[src/rtl/rr_stream_mux.sv]
// rr_stream_mux: round-robin arbiter merging NUM_REQ valid/ready streams into
// one output stream through a 2-entry queue. Input ready is derived only from
// registered occupancy, so consumer backpressure never reaches req_ready_o
// combinationally.
module rr_stream_mux #(
  parameter int unsigned NUM_REQ    = 4,
  parameter int unsigned DATA_WIDTH = 64
) (
  input  logic                          clk_i,
  input  logic                          arst_ni,
  input  logic [NUM_REQ-1:0]            req_valid_i,
  input  logic [NUM_REQ*DATA_WIDTH-1:0] req_data_i,
  output logic [NUM_REQ-1:0]            req_ready_o,
  output logic                          out_valid_o,
  output logic [DATA_WIDTH-1:0]         out_data_o,
  output logic [$clog2(NUM_REQ)-1:0]    out_index_o,
  input  logic                          out_ready_i
);

  localparam int unsigned IDX_W = $clog2(NUM_REQ);

  // Queue occupancy; FULL blocks new pushes even when a pop happens the same cycle.
  typedef enum logic [1:0] {
    OCC_EMPTY = 2'd0,
    OCC_ONE   = 2'd1,
    OCC_FULL  = 2'd2
  } occ_e;

  occ_e                  occ_q, occ_d;
  logic [IDX_W-1:0]      ptr_q, ptr_d;
  logic [IDX_W-1:0]      head_idx_q, head_idx_d;
  logic [DATA_WIDTH-1:0] head_data_q, head_data_d;
  logic [IDX_W-1:0]      tail_idx_q, tail_idx_d;
  logic [DATA_WIDTH-1:0] tail_data_q, tail_data_d;

  logic                  found;
  logic [IDX_W-1:0]      winner;
  logic [IDX_W-1:0]      cand_idx;
  int unsigned           cand;
  logic [NUM_REQ-1:0]    grant;
  logic [DATA_WIDTH-1:0] win_data;
  logic                  accept;
  logic                  push;
  logic                  pop;

  assign accept = (occ_q != OCC_FULL);

  // Rotating priority search starting at ptr; first valid requester wins.
  always_comb begin
    found    = 1'b0;
    winner   = '0;
    cand     = 0;
    cand_idx = '0;
    for (int unsigned k = 0; k < NUM_REQ; k++) begin
      cand     = (32'(ptr_q) + k) % NUM_REQ;
      cand_idx = IDX_W'(cand);
      if (!found && req_valid_i[cand_idx]) begin
        found  = 1'b1;
        winner = cand_idx;
      end
    end
  end

  // One-hot ready for the winner; reset gates it directly as well as via accept.
  always_comb begin
    grant         = '0;
    grant[winner] = 1'b1;
    req_ready_o   = grant & {NUM_REQ{found & accept & arst_ni}};
    win_data      = req_data_i[32'(winner)*DATA_WIDTH +: DATA_WIDTH];
  end

  assign push = found & accept & arst_ni;
  assign pop  = out_valid_o & out_ready_i;

  // Queue, occupancy and round-robin pointer next-state.
  always_comb begin
    occ_d       = occ_q;
    ptr_d       = ptr_q;
    head_idx_d  = head_idx_q;
    head_data_d = head_data_q;
    tail_idx_d  = tail_idx_q;
    tail_data_d = tail_data_q;

    if (push) begin
      ptr_d = (winner == IDX_W'(NUM_REQ - 1)) ? '0 : winner + IDX_W'(1);
    end

    unique case (occ_q)
      OCC_EMPTY: begin
        if (push) begin
          head_idx_d  = winner;
          head_data_d = win_data;
          occ_d       = OCC_ONE;
        end
      end
      OCC_ONE: begin
        // Simultaneous push/pop: the new entry goes straight into the head slot.
        if (push && pop) begin
          head_idx_d  = winner;
          head_data_d = win_data;
        end else if (push) begin
          tail_idx_d  = winner;
          tail_data_d = win_data;
          occ_d       = OCC_FULL;
        end else if (pop) begin
          occ_d = OCC_EMPTY;
        end
      end
      OCC_FULL: begin
        if (pop) begin
          head_idx_d  = tail_idx_q;
          head_data_d = tail_data_q;
          occ_d       = OCC_ONE;
        end
      end
      default: begin
        occ_d = OCC_EMPTY;
      end
    endcase
  end

  // State registers; asynchronous reset discards all queued entries.
  always_ff @(posedge clk_i or negedge arst_ni) begin
    if (!arst_ni) begin
      occ_q       <= OCC_EMPTY;
      ptr_q       <= '0;
      head_idx_q  <= '0;
      head_data_q <= '0;
      tail_idx_q  <= '0;
      tail_data_q <= '0;
    end else begin
      occ_q       <= occ_d;
      ptr_q       <= ptr_d;
      head_idx_q  <= head_idx_d;
      head_data_q <= head_data_d;
      tail_idx_q  <= tail_idx_d;
      tail_data_q <= tail_data_d;
    end
  end

  // Head presentation; outputs read zero rather than stale contents when empty.
  always_comb begin
    out_valid_o = (occ_q != OCC_EMPTY);
    out_data_o  = out_valid_o ? head_data_q : '0;
    out_index_o = out_valid_o ? head_idx_q  : '0;
  end

endmodule

[config.mk]
export PLATFORM = sky130hd
export DESIGN_NAME = rr_stream_mux
export DESIGN_NICKNAME = d
export VERILOG_FILES = /design/src/rtl/rr_stream_mux.sv
export SDC_FILE = /design/constraint.sdc
export NUM_CORES = 1
export LEC_CHECK = 0
export CAP_MARGIN = 20
export CELL_PAD_IN_SITES_DETAIL_PLACEMENT = 1
export CELL_PAD_IN_SITES_GLOBAL_PLACEMENT = 1
export CORE_ASPECT_RATIO = 1.4
export CORE_MARGIN = 3
export CORE_UTILIZATION = 35
export DETAILED_ROUTE_END_ITERATION = 10
export GPL_TIMING_DRIVEN = 1
export HOLD_SLACK_MARGIN = 0.08
export PLACE_DENSITY = 0.88
export SKIP_LAST_GASP = 1
export SYNTH_ARGS = -nofsm -noshare
export SYNTH_HDL_FRONTEND = slang
export SYNTH_SLANG_ARGS = --single-unit
[constraint.sdc]
create_clock -name clk_i -period 6.5 [get_ports clk_i]
set_input_delay 1.3 -clock clk_i [delete_from_list [all_inputs] [get_ports clk_i]]
set_output_delay 1.3 -clock clk_i [all_outputs]
set_load 0.03 [all_outputs]
After elaboration in Yosys (flattened, before gate mapping)
Index checks and enable logic that the tools add are counted.
{ "op_classes": {"add_sub_neg": 4, "n_lt_le_gt_ge": 6, "eq_ne": 9, "shifts": 1, "n_mux": 35, "n_bitwise": 5, "reduce_logical": 14} }
{ "ops": {"columns": ["op", "count"], "rows": [
  ["2-to-1 mux 64 bit", 4],
  ["indexed part select 256 x 9 -> 64 bit", 1],
  ["one-hot mux 64 bit (3 select lines)", 1],
  ["2-to-1 mux 2 bit", 14],
  ["< comparator 2 x 3 -> 1 bit (second input constant)", 5],
  ["one-hot mux 2 bit (3 select lines)", 2],
  ["inequality test 2 bit (second input constant)", 5],
  ["2-to-1 mux 1 bit", 9],
  ["binary-select mux 1 bit (select 2 bit)", 4],
  ["AND reduction 4 bit", 2],
  ["logical AND 1 bit", 5],
  ["adder 2 x 1 -> 2 bit (second input constant)", 2],
  ["adder 2 bit (second input constant)", 2],
  ["AND 4 bit", 1],
  ["== test 2 bit (second input constant)", 2],
  ["AND 1 bit", 3],
  ["zero test 1 bit", 3],
  ["inequality test 3 bit (second input constant)", 1],
  ["AND reduction 3 bit", 1],
  ["nonzero test 3 bit", 1],
  ["demux 1 bit (select 2 bit)", 1],
  ["== test 2 x 1 -> 1 bit (second input constant)", 1],
  [">= comparator 2 x 1 -> 1 bit (second input constant)", 1],
  ["zero test 2 bit", 1],
  ["other kinds (2)", 2]
]} }
{ "word_totals": {"register_bits": 136, "input_bits": 263, "out_inout_bits": 71, "elab_cells": 80} }

Depth between registers and ports, before layout
{ "depth": {"word_depth": 17, "depth_mapped": 9} }

Least setup slack after synthesis
No wires, ideal clock.
{ "synth_timing": {"path_kind": "input -> output", "start": "in req_valid_i[0]", "end": "out req_ready_o[1]", "arrival_ps": 2667, "required_time_ps": 5200, "slack_ps": 2533, "path_stages": 8, "n_path_buf": 2, "cell_sequence": "a21oi_1 -> o21a_1 -> o22a_1 -> inv_2 -> buf_2 -> buf_2 -> ha_1 -> and2_1"} }
{ "synth_via": {"elab_chain_len": 17} }
{ "synth_rtl": {"columns": ["element", "line_no", "rtl"], "rows": [
  ["start, declared", "11", "input logic [NUM_REQ-1:0] req_valid_i,"],
  ["binary-select mux 1 bit (select 2 bit)", "57", "if (!found && req_valid_i[cand_idx]) begin"],
  ["2-to-1 mux 1 bit (not written as such)", "57", null],
  ["2-to-1 mux 1 bit", "57", null],
  ["zero test 1 bit", "57", null],
  ["logical AND 1 bit", "57", null],
  ["2-to-1 mux 1 bit", "57", null],
  ["zero test 1 bit", "57", null],
  ["logical AND 1 bit", "57", null],
  ["[... 2 more ...]", null, null],
  ["logical AND 1 bit", "57", null],
  ["2-to-1 mux 2 bit *", "57", null],
  ["named net winner[1]", "37", "logic [IDX_W-1:0] winner;"],
  ["< comparator 2 x 3 -> 1 bit (not written as such) or >= comparator 2 x 1 -> 1 bit (tied branches)", "67", "grant[winner] = 1'b1;"],
  ["logical AND 1 bit (not written as such)", "67", null],
  ["2-to-1 mux 1 bit (not written as such)", "67", null],
  ["demux 1 bit (select 2 bit) *", "67", null],
  ["AND 4 bit *", "68", "req_ready_o = grant & {NUM_REQ{found & accept & arst_ni}};"],
  ["end, declared", "13", "output logic [NUM_REQ-1:0] req_ready_o,"]
]} }
The timed path passes the listed nets; every way through them passes the cells marked *. The select of a mux whose other input is x is not followed.

Final worst setup path
{ "layout_timing": {"start": "in req_valid_i[1]", "end": "out req_ready_o[2]"} }
Same word-level chain as after synthesis.

==> metrics.cfg <==
[logic_synthesis]
yosysMostFrequentCell = nand2_1
yosysTopAreaCell = dfrtp_1
ys_ff_latch = 136
synthFlopType = dfrtp_1
ys.warnings.count = 0
async_flop_share_pct = 100
synth_top_cells_by_count = nand2_1 (198), dfrtp_1 (136), mux2i_1 (132)
avgSynthCellArea_um2 = 9.73
yosys-top-cells-area = dfrtp_1 (42%), mux2i_1 (16%), nand2_1 (9.1%)
ys_seq_area_share_pct = 41.8
syn_inst = 836
synth_top_area_share_pct = 41.8
ys_types = 28
synth_nets = 1103
syn-cell-area_mm2 = 0.00814
synth_edf_count = 0

[job]
max-cap-violations = 0

[die]
die_h_um = 186
io_pins = 334
core_mm2 = 0.0227
fp-row-count = 65
die_area_mm2 = 0.0251
die_x_um = 135
initial_utilization_pct = 35.9

[sta]
finClkSkew_ps = 9.25
final.period_utilization_pct = 77.9
max_freq_mhz = 198
fin_ws_ps = 1440
tns_ps = 0
worstMarginPinSlew_ps = 1050
finalHoldViolCount = 0
period_needed_ps = 5060
setup_viol = 0
slew_headroom_pct = 30.3
drv_slew = 0
rsz0062_at_grt = false

[clocking]
htree_levels = 4
postCtsSetupBuffers = 0
clk_pin_slew_ps = 60
cts_resized = 0
clkLatencyLatePin_ps = 420
holdBufCountCts = 0
cts.sinks = 136
clockBufferDepth = 2
cts_tree = yes
root_buffer = clkbuf_16
cts_buffers = 17

[placed_design]
port_buffers = 333
dpl.hpwl_um = 20200
post-place-ws_ps = 1420
gp_congestion = 0.736

[critical_path]
critPathCaptureType = output pin
start_kind = input port
r2r_slack_ps = 3610
critPathMaxFanout = 17
worstPathRequired_ps = 5200
crit_arrival_ps = 3760
critPathKind = in2out

[layout]
drive_gt1_share_pct = 7.73
fin_nets = 1393
syn_to_final_growth_pct = 49.2
diodes = 0

[detailed_routing]
wl_per_cell_um = 19.3
dr.pass1.iters = 4
drtIter0Drc = 293
ant_nets = 0
viasPerCell = 5.22
vias = 7514
wirelength_um = 27800
drc = 0

[global_route]
grt_pass1_vias = 8296
antenna_found_initial = 1
grt_overflow = 0
grt_use_total_pct = 22.1
grt_max_degree = 100
grt_pass1_wl_um = 44400

[power_and_ir_drop]
p_leak_nw = 5.29
vdd_drop_max_mv = 0.184
powerDensity_mw_per_mm2 = 396

[hold_path]
min_path_type = reg2reg

[status]
status = finished, final reports clean

[worst max-delay path, stage by stage]
cell	delay (ps)
clkdlybuf4s50_1	580
mux2i_1	100
and2_1	170
nor3_2	480
inv_6	180
ha_1	240
and2_1	130
clkdlybuf4s50_1	590
[cell families (layout without fill, tap and decap cells)]
group / count (synthesis) / in the layout / synth area share (%)
compound gates: 143 / 143 / 12.1
fa+ha+maj: 4 / 4 / 0.615
buf+inv: 77 / 379 / 4.86
flops: 136 / 136 / 41.8
mux: 197 / 197 / 25.2
simple gates: 279 / 279 / 15.4
[flip-flops by register name (all words and copies together), names as in the netlist]
register	count
head_data_q	64
occ_q	2
ptr_q	2
head_idx_q	2
tail_data_q	64
tail_idx_q	2
[final timing paths]
path | from | endpoint | cells after the start
worst max-delay path | req_valid_i[1] | req_ready_o[2] | 8
worst min-delay path | head_data_q[40] | head_data_q[40] | 2
worst max register to register | ptr_q[1] | head_data_q[32] | 8
worst min register to register | head_data_q[40] | head_data_q[40] | 2
max in group asynchronous | arst_ni | tail_data_q[22] | 2
min in group asynchronous | arst_ni | tail_data_q[53] | 1
[layer usage]
layer  routed length, µm  vias up  global-route usage, %
met5                   8        -                      0
met4                 704        2                   7.48
met3                1360       42                   4.61
met2               15300      201                   41.7
met1               10500     3738                   24.0
li1                    -     3531                      -
[through the flow]
step	power (mW)	instance area, µm²	utilization [%]	std cells	hold slack [ps]
after floorplan	3.03	8140	-	836	447
after global placement	3.78	11600	51.0	1408	459
after detailed placement	3.90	11600	51.0	1408	465
after CTS	4.87	12100	53.5	1439	487
after global routing	5.13	12100	53.5	1439	500
final	4.81	12100	53.5	1439	481
[layout by cell type, fill, tap and decap left out]
master / instances
nor2b_4: 1
mux2_2: 37
o221ai_1: 64
clkbuf_16: 17
ha_1: 4
clkinv_4: 3
nor2_1: 2
o22a_1: 1
mux2i_1: 132
or4_4: 1
inv_1: 2
and2_1: 71
or2_2: 1
buf_4: 10
inv_6: 2
nor3b_1: 1
clkbuf_8: 1
o41ai_2: 1
o21ai_1: 69
a31oi_4: 1
dfrtp_1: 136
clkinvlp_4: 1
or3_1: 1
o21a_1: 1
mux2_1: 28
clkinv_2: 5
o22ai_1: 2
buf_6: 1
clkbuf_1: 1
or3_2: 1
nor3_2: 1
a21oi_1: 4
bufinv_16: 2
clkdlybuf4s50_1: 332
nor2b_1: 1
inv_2: 2
nand2_1: 198
[final cells by class]
cell class | instances | area (µm²)
Clock inverter | 12 | 128
Multi-Input combinational cell | 623 | 4360
Tap cell | 301 | 377
Inverter | 5 | 23.8
Clock buffer | 19 | 443
Timing Repair Buffer | 343 | 3410
Sequential cell | 136 | 3400
Fill cell | 2474 | 10500
[power by group]
group	switching, mW	internal [mW]	leakage [nW]
Combinational	1.30	1.08	3.32
Sequential	0.227	1.27	1.69
Clock	0.365	0.572	0.283
Total	1.90	2.91	5.29
(Power assumes the default switching activity.)
